==> config.mk <==
export PLATFORM = sky130hd
export DESIGN_NAME = mem_port_arbiter_flat
export DESIGN_NICKNAME = d
export VERILOG_FILES = /design/src/rtl/mem_port_arbiter_if.sv /design/src/rtl/mem_port_arbiter.sv /design/src/flat_wrapper.sv
export SDC_FILE = /design/constraint.sdc
export NUM_CORES = 1
export LEC_CHECK = 0
export CAP_MARGIN = 0
export CORE_MARGIN = 2
export CORE_UTILIZATION = 38
export CTS_CLUSTER_SIZE = 10
export DETAILED_ROUTE_END_ITERATION = 7
export PLACE_DENSITY = 0.8
export SLEW_MARGIN = 30
export SYNTH_ARGS = -nofsm -noshare
export SYNTH_HDL_FRONTEND = slang
export SYNTH_SLANG_ARGS = --single-unit
==> constraint.sdc <==
create_clock -name clk_i -period 2.2 [get_ports clk_i]
set_input_delay 0.44 -clock clk_i [delete_from_list [all_inputs] [get_ports clk_i]]
set_output_delay 0.44 -clock clk_i [all_outputs]
set_load 0.005 [all_outputs]
==> src/rtl/mem_port_arbiter_if.sv <==
// Bundle of the pipeline-side request/response signals and the memory-macro
// signals seen by mem_port_arbiter; the slave modport is the arbiter's view.
interface mem_port_arbiter_if;
  logic        if_req;
  logic [15:0] if_addr;
  logic        dm_rd_en;
  logic        dm_wr_en;
  logic [15:0] dm_addr;
  logic [15:0] dm_wdata;
  logic        halt;
  logic        mem_done;
  logic [15:0] mem_rdata;
  logic        mem_en;
  logic        mem_wr;
  logic [15:0] mem_addr;
  logic [15:0] mem_wdata;
  logic        if_valid;
  logic [15:0] if_instr;
  logic        dm_valid;
  logic [15:0] dm_rdata;
  logic        stall_if;
  logic        stall_mem;
  logic        halted;
  logic        err;

  modport slave (
    input  if_req, if_addr, dm_rd_en, dm_wr_en, dm_addr, dm_wdata, halt,
           mem_done, mem_rdata,
    output mem_en, mem_wr, mem_addr, mem_wdata, if_valid, if_instr,
           dm_valid, dm_rdata, stall_if, stall_mem, halted, err
  );

  modport master (
    output if_req, if_addr, dm_rd_en, dm_wr_en, dm_addr, dm_wdata, halt,
           mem_done, mem_rdata,
    input  mem_en, mem_wr, mem_addr, mem_wdata, if_valid, if_instr,
           dm_valid, dm_rdata, stall_if, stall_mem, halted, err
  );
endinterface

==> src/rtl/mem_port_arbiter.sv <==
// Single-port memory sequencer: one access at a time, data before fetch,
// halt stops fetching, protocol errors and memory timeouts latch a sticky err.
module mem_port_arbiter #(
  parameter int unsigned TIMEOUT = 15
) (
  input  logic                 clk_i,
  input  logic                 rst_ni,
  mem_port_arbiter_if.slave    bus
);
  localparam int unsigned     CW      = $clog2(TIMEOUT + 1);
  localparam logic [CW-1:0]   TO_LAST = CW'(TIMEOUT - 1);

  typedef enum logic [2:0] {
    ST_IDLE   = 3'd0,
    ST_FETCH  = 3'd1,
    ST_DATA   = 3'd2,
    ST_HALTED = 3'd3,
    ST_ERR    = 3'd4
  } state_e;

  state_e        state_q, state_d;
  logic [15:0]   addr_q, addr_d;
  logic [15:0]   wdata_q, wdata_d;
  logic          wr_q, wr_d;
  logic          halt_seen_q, halt_seen_d;
  logic [CW-1:0] cnt_q, cnt_d;

  logic          mem_en_s, mem_wr_s, if_valid_s, dm_valid_s;
  logic [15:0]   mem_addr_s, mem_wdata_s;

  always_ff @(posedge clk_i) begin
    if (!rst_ni) begin
      state_q     <= ST_IDLE;
      addr_q      <= 16'h0000;
      wdata_q     <= 16'h0000;
      wr_q        <= 1'b0;
      halt_seen_q <= 1'b0;
      cnt_q       <= '0;
    end else begin
      state_q     <= state_d;
      addr_q      <= addr_d;
      wdata_q     <= wdata_d;
      wr_q        <= wr_d;
      halt_seen_q <= halt_seen_d;
      cnt_q       <= cnt_d;
    end
  end

  always_comb begin
    state_d     = state_q;
    addr_d      = addr_q;
    wdata_d     = wdata_q;
    wr_d        = wr_q;
    cnt_d       = cnt_q;
    halt_seen_d = halt_seen_q | bus.halt;
    mem_en_s    = 1'b0;
    mem_wr_s    = 1'b0;
    mem_addr_s  = 16'h0000;
    mem_wdata_s = 16'h0000;
    if_valid_s  = 1'b0;
    dm_valid_s  = 1'b0;
    case (state_q)
      ST_IDLE: begin
        cnt_d = '0;
        if (bus.dm_rd_en && bus.dm_wr_en) begin
          state_d = ST_ERR;
        end else if (bus.dm_rd_en || bus.dm_wr_en) begin
          // Data first: the memory-stage instruction is older than the fetch.
          mem_en_s    = 1'b1;
          mem_wr_s    = bus.dm_wr_en;
          mem_addr_s  = bus.dm_addr;
          mem_wdata_s = bus.dm_wdata;
          addr_d      = bus.dm_addr;
          wdata_d     = bus.dm_wdata;
          wr_d        = bus.dm_wr_en;
          state_d     = ST_DATA;
        end else if (halt_seen_q || bus.halt) begin
          state_d = ST_HALTED;
        end else if (bus.if_req) begin
          mem_en_s   = 1'b1;
          mem_addr_s = bus.if_addr;
          addr_d     = bus.if_addr;
          wdata_d    = 16'h0000;
          wr_d       = 1'b0;
          state_d    = ST_FETCH;
        end else begin
          state_d = ST_IDLE;
        end
      end
      ST_FETCH, ST_DATA: begin
        mem_en_s    = 1'b1;
        mem_wr_s    = wr_q;
        mem_addr_s  = addr_q;
        mem_wdata_s = wdata_q;
        if (bus.mem_done) begin
          if_valid_s = (state_q == ST_FETCH);
          dm_valid_s = (state_q == ST_DATA);
          cnt_d      = '0;
          state_d    = ST_IDLE;
        end else if (cnt_q == TO_LAST) begin
          cnt_d   = '0;
          state_d = ST_ERR;
        end else begin
          cnt_d = cnt_q + CW'(1);
        end
      end
      ST_HALTED: state_d = ST_HALTED;
      ST_ERR:    state_d = ST_ERR;
      default:   state_d = ST_ERR;
    endcase
  end

  // Every output reads as zero while reset is held, combinational paths included.
  assign bus.mem_en    = rst_ni & mem_en_s;
  assign bus.mem_wr    = rst_ni & mem_wr_s;
  assign bus.mem_addr  = rst_ni ? mem_addr_s : 16'h0000;
  assign bus.mem_wdata = rst_ni ? mem_wdata_s : 16'h0000;
  assign bus.if_valid  = rst_ni & if_valid_s;
  assign bus.if_instr  = (rst_ni && if_valid_s) ? bus.mem_rdata : 16'h0000;
  assign bus.dm_valid  = rst_ni & dm_valid_s;
  assign bus.dm_rdata  = (rst_ni && dm_valid_s && !wr_q) ? bus.mem_rdata : 16'h0000;
  assign bus.stall_if  = rst_ni & bus.if_req & ~if_valid_s;
  assign bus.stall_mem = rst_ni & (bus.dm_rd_en | bus.dm_wr_en) & ~dm_valid_s;
  assign bus.halted    = rst_ni & (state_q == ST_HALTED);
  assign bus.err       = rst_ni & (state_q == ST_ERR);
endmodule

==> src/flat_wrapper.sv <==
// flat-port wrapper written by rule: the top's interface ports become plain ports
module mem_port_arbiter_flat 
#(
  parameter int unsigned TIMEOUT = 15
)
  (clk_i, rst_ni, bus_if_req, bus_if_addr, bus_dm_rd_en, bus_dm_wr_en, bus_dm_addr, bus_dm_wdata, bus_halt, bus_mem_done, bus_mem_rdata, bus_mem_en, bus_mem_wr, bus_mem_addr, bus_mem_wdata, bus_if_valid, bus_if_instr, bus_dm_valid, bus_dm_rdata, bus_stall_if, bus_stall_mem, bus_halted, bus_err);
  mem_port_arbiter_if bus_i ();
  input  logic clk_i;
  input  logic rst_ni;
  input wire logic [$bits(bus_i.if_req)-1:0] bus_if_req;
  input wire logic [$bits(bus_i.if_addr)-1:0] bus_if_addr;
  input wire logic [$bits(bus_i.dm_rd_en)-1:0] bus_dm_rd_en;
  input wire logic [$bits(bus_i.dm_wr_en)-1:0] bus_dm_wr_en;
  input wire logic [$bits(bus_i.dm_addr)-1:0] bus_dm_addr;
  input wire logic [$bits(bus_i.dm_wdata)-1:0] bus_dm_wdata;
  input wire logic [$bits(bus_i.halt)-1:0] bus_halt;
  input wire logic [$bits(bus_i.mem_done)-1:0] bus_mem_done;
  input wire logic [$bits(bus_i.mem_rdata)-1:0] bus_mem_rdata;
  output wire logic [$bits(bus_i.mem_en)-1:0] bus_mem_en;
  output wire logic [$bits(bus_i.mem_wr)-1:0] bus_mem_wr;
  output wire logic [$bits(bus_i.mem_addr)-1:0] bus_mem_addr;
  output wire logic [$bits(bus_i.mem_wdata)-1:0] bus_mem_wdata;
  output wire logic [$bits(bus_i.if_valid)-1:0] bus_if_valid;
  output wire logic [$bits(bus_i.if_instr)-1:0] bus_if_instr;
  output wire logic [$bits(bus_i.dm_valid)-1:0] bus_dm_valid;
  output wire logic [$bits(bus_i.dm_rdata)-1:0] bus_dm_rdata;
  output wire logic [$bits(bus_i.stall_if)-1:0] bus_stall_if;
  output wire logic [$bits(bus_i.stall_mem)-1:0] bus_stall_mem;
  output wire logic [$bits(bus_i.halted)-1:0] bus_halted;
  output wire logic [$bits(bus_i.err)-1:0] bus_err;
  assign bus_i.if_req = bus_if_req;
  assign bus_i.if_addr = bus_if_addr;
  assign bus_i.dm_rd_en = bus_dm_rd_en;
  assign bus_i.dm_wr_en = bus_dm_wr_en;
  assign bus_i.dm_addr = bus_dm_addr;
  assign bus_i.dm_wdata = bus_dm_wdata;
  assign bus_i.halt = bus_halt;
  assign bus_i.mem_done = bus_mem_done;
  assign bus_i.mem_rdata = bus_mem_rdata;
  assign bus_mem_en = bus_i.mem_en;
  assign bus_mem_wr = bus_i.mem_wr;
  assign bus_mem_addr = bus_i.mem_addr;
  assign bus_mem_wdata = bus_i.mem_wdata;
  assign bus_if_valid = bus_i.if_valid;
  assign bus_if_instr = bus_i.if_instr;
  assign bus_dm_valid = bus_i.dm_valid;
  assign bus_dm_rdata = bus_i.dm_rdata;
  assign bus_stall_if = bus_i.stall_if;
  assign bus_stall_mem = bus_i.stall_mem;
  assign bus_halted = bus_i.halted;
  assign bus_err = bus_i.err;
  mem_port_arbiter #(.TIMEOUT(TIMEOUT)) u_core (.clk_i(clk_i), .rst_ni(rst_ni), .bus(bus_i));
endmodule
==> impl_metrics.env <==
export IMPL_status="finished, violations left"
export IMPL_violations="negative setup slack"
export IMPL_drt_iter0_drc=264
export IMPL_finalNetCount=557
export IMPL_numPortBuffers=142
export IMPL_syn_inst=275
export IMPL_ioPinCount=143
export IMPL_die_width_um=84.2
export IMPL_placed_area_um2=4170
export IMPL_num_rows=29
export IMPL_endpoint_kind="output port"
export IMPL_layout_common_cells="clkdlybuf4s50_1, buf_4, buf_2, dfxtp_1, a32o_1"
export IMPL_path_class="register to output port"
export IMPL_grt_pass1_vias=3374
export IMPL_hold_class="register to register"
export IMPL_cts_made_buffers=5
export IMPL_yosysWarnings=0
export IMPL_synth_top_cell_by_area="dfxtp_1"
export IMPL_grt_pass1_wl_mm=17.3
export IMPL_startpoint_type="register"
export IMPL_die_area_um2=7090
export IMPL_grt_overflow=0
export IMPL_path_common_cell="buf_6"
export IMPL_syn_area_um2=2440
export IMPL_leakagePower_nw=2.15
export IMPL_path_buf_inv=6
export IMPL_drv_cap=0
export IMPL_syn_nets=348
export IMPL_p_per_area_nw_per_um2=563
export IMPL_post_route_drc_count=0
export IMPL_slew_headroom_pct=71.5
export IMPL_layout_setup_ws_ns=-0.151
export IMPL_routed_via_count=3418
export IMPL_ys_flop_type="dfxtp_1"
export IMPL_clk_latency_ns=0.30
export IMPL_antenna_cells=0
export IMPL_antenna_found_initial=0
export IMPL_critPathTopFamily="buffers and inverters"
export IMPL_max_freq_ghz=0.425
export IMPL_synth_top_area_share_pct=33.6
export IMPL_crit_chain="buf_12 > a2111oi_4 > buf_4 > nand2_4 > buf_6 > buf_8 > buf_6 > o2bb2ai_2 > buf_2"
export IMPL_slew_violations=0
export IMPL_synth_avg_cell_area_um2=8.89
export IMPL_crit_path_max_incr_delay_ns=0.38
export IMPL_vias_per_cell=6.09
export IMPL_seq_area_frac_synth_pct=33.6
export IMPL_start_util_pct=38.9
export IMPL_clkTransAtPathRegs_ns=0.08
export IMPL_syn2layout_area_growth_pct=101
export IMPL_cp_required_ns=1.76
export IMPL_grt_max_degree=27
export IMPL_firstDrtPassIters=5
export IMPL_setup_viol=27
export IMPL_worstPathArrival_ns=1.91
export IMPL_wire_per_inst_um=20.5
export IMPL_final_common_cell="clkdlybuf4s50_1"
export IMPL_synth_area_top_cells="dfxtp_1, a32o_1, and2_1"
export IMPL_fin_crit_sh_pct=107
export IMPL_layout_min_cycle_time_ns=2.35
export IMPL_postCtsHoldBufs=0
export IMPL_dp_hpwl_mm=6.24
export IMPL_tns_ns=-2.32
export IMPL_hold_viol_final=0
export IMPL_design_area_um2=4910
export IMPL_place_gp_congestion=0.850
export IMPL_report_power_total_mw=2.76
export IMPL_grt_use_total_pct=30.1
export IMPL_cts_root_buf="clkbuf_8"
export IMPL_synth_async_reset_ratio_pct=0
export IMPL_postRouteWirelength_mm=11.5
export IMPL_critPathMaxFanout=6
export IMPL_drive_gt1_share_pct=40.1
export IMPL_antenna_left=0
export IMPL_cts_tree="yes"
export IMPL_tightest_slew_ns=0.428
export IMPL_core_area_um2=6280
export IMPL_ir_worst_vdd_v=0.000512
export IMPL_clkSinkCount=41
export IMPL_ys_seq_elements=41
export IMPL_clockBufferDepth=2
export IMPL_rsz0062_at_grt="yes"
export IMPL_skew_ns=0.00345
export IMPL_ys_types=47
export IMPL_synth_edf_count=0
export IMPL_htree_levels=2
export IMPL_critical_path_slowest_cell="dfxtp_4"
export IMPL_die_y_um=84.2
## layout make-up
cell class	instances	area [um2]
tap	77	96.3
sequential	41	836
timing repair buffer	232	2150
fill	395	1370
clock buffer	5	68.8
multi-input combinational	197	1690
clock inverter	2	35.0
inverter	7	26.3
## where the power goes
group	internal, mW	switching, mW
sequential	0.832	0.0758
clock	0.330	0.280
combinational	0.688	0.557
## through the flow
stage / setup slack (ns) / utilization [%] / instances / hold slack, ns
5_1_grt: -0.201 / 78.2 / 561 / 0.500
3_5_place_dp: -0.707 / 66.5 / 507 / 0.461
6_report: -0.151 / 78.2 / 561 / 0.491
3_3_place_gp: -0.658 / 66.5 / 507 / 0.446
4_1_cts: -0.170 / 76.2 / 560 / 0.474
2_1_floorplan: 0.242 / - / 275 / 0.436
## path summary, 6_finish.rpt
check                           slack (ns)  cells after the start                           start                        endpoint
worst max-delay path                 -0.15                      9  u_core.state_q[1]$_SDFFE_PN0P_                 bus_mem_addr[9]
worst min-delay path                  0.49                      2   u_core.addr_q[1]$_SDFFE_PN0P_   u_core.addr_q[1]$_SDFFE_PN0P_
worst max register to register        0.22                     10  u_core.state_q[1]$_SDFFE_PN0P_  u_core.wdata_q[8]$_SDFFE_PN0P_
worst min register to register        0.49                      2   u_core.addr_q[1]$_SDFFE_PN0P_   u_core.addr_q[1]$_SDFFE_PN0P_
## Yosys cell counts, types with 5 or more instances
cell	count
a32oi_1	17
nand3_1	8
o2bb2ai_1	15
buf_2	6
a32o_1	30
a21oi_1	5
dfxtp_1	41
and2_1	33
nor2b_1	5
o22ai_1	18
inv_1	7
clkbuf_1	12
buf_4	5
nand2_1	24
## per-layer routing
| layer | part of all wire, % | GRT usage [%] |
|---|---|---|
| met1 | 37 | 34.8 |
| met3 | 11 | 7.37 |
| met4 | 3.7 | 12.6 |
| met5 | 0 | 0 |
| met2 | 48 | 53.0 |
## what timing repair did
action                                  in CTS  in global routing
endpoints found under the setup margin      71                 52
gates cloned                                 6                  0
pin swaps                                   34                 17
buffers inserted                            40                  5
resized for setup                          283                 52
## registers in the layout, summed over array words and instances (netlist names)
register            cells
u_core.addr_q          16
u_core.cnt_q            4
u_core.state_q          3
u_core.halt_seen_q      1
u_core.wdata_q         16
u_core.wr_q             1
## worst reg2reg max path: cells and delay by family, from the launching register on
| family | cells | cell delay (ns) |
|---|---|---|
| AOI/OAI and AO/OA | 3 | 0.55 |
| DFF | 1 | 0.38 |
| buffers and inverters | 7 | 0.94 |
## cell families after synthesis
logic type / Yosys count / synth area share, %
compound gates: 103 / 35.5
flops: 41 / 33.6
mux: 1 / 0.410
fa+ha+maj: 2 / 1.02
simple gates: 90 / 20.7
xor+xnor: 1 / 0.666
buf+inv: 37 / 8.04
Power figures use the tool's default switching activity.
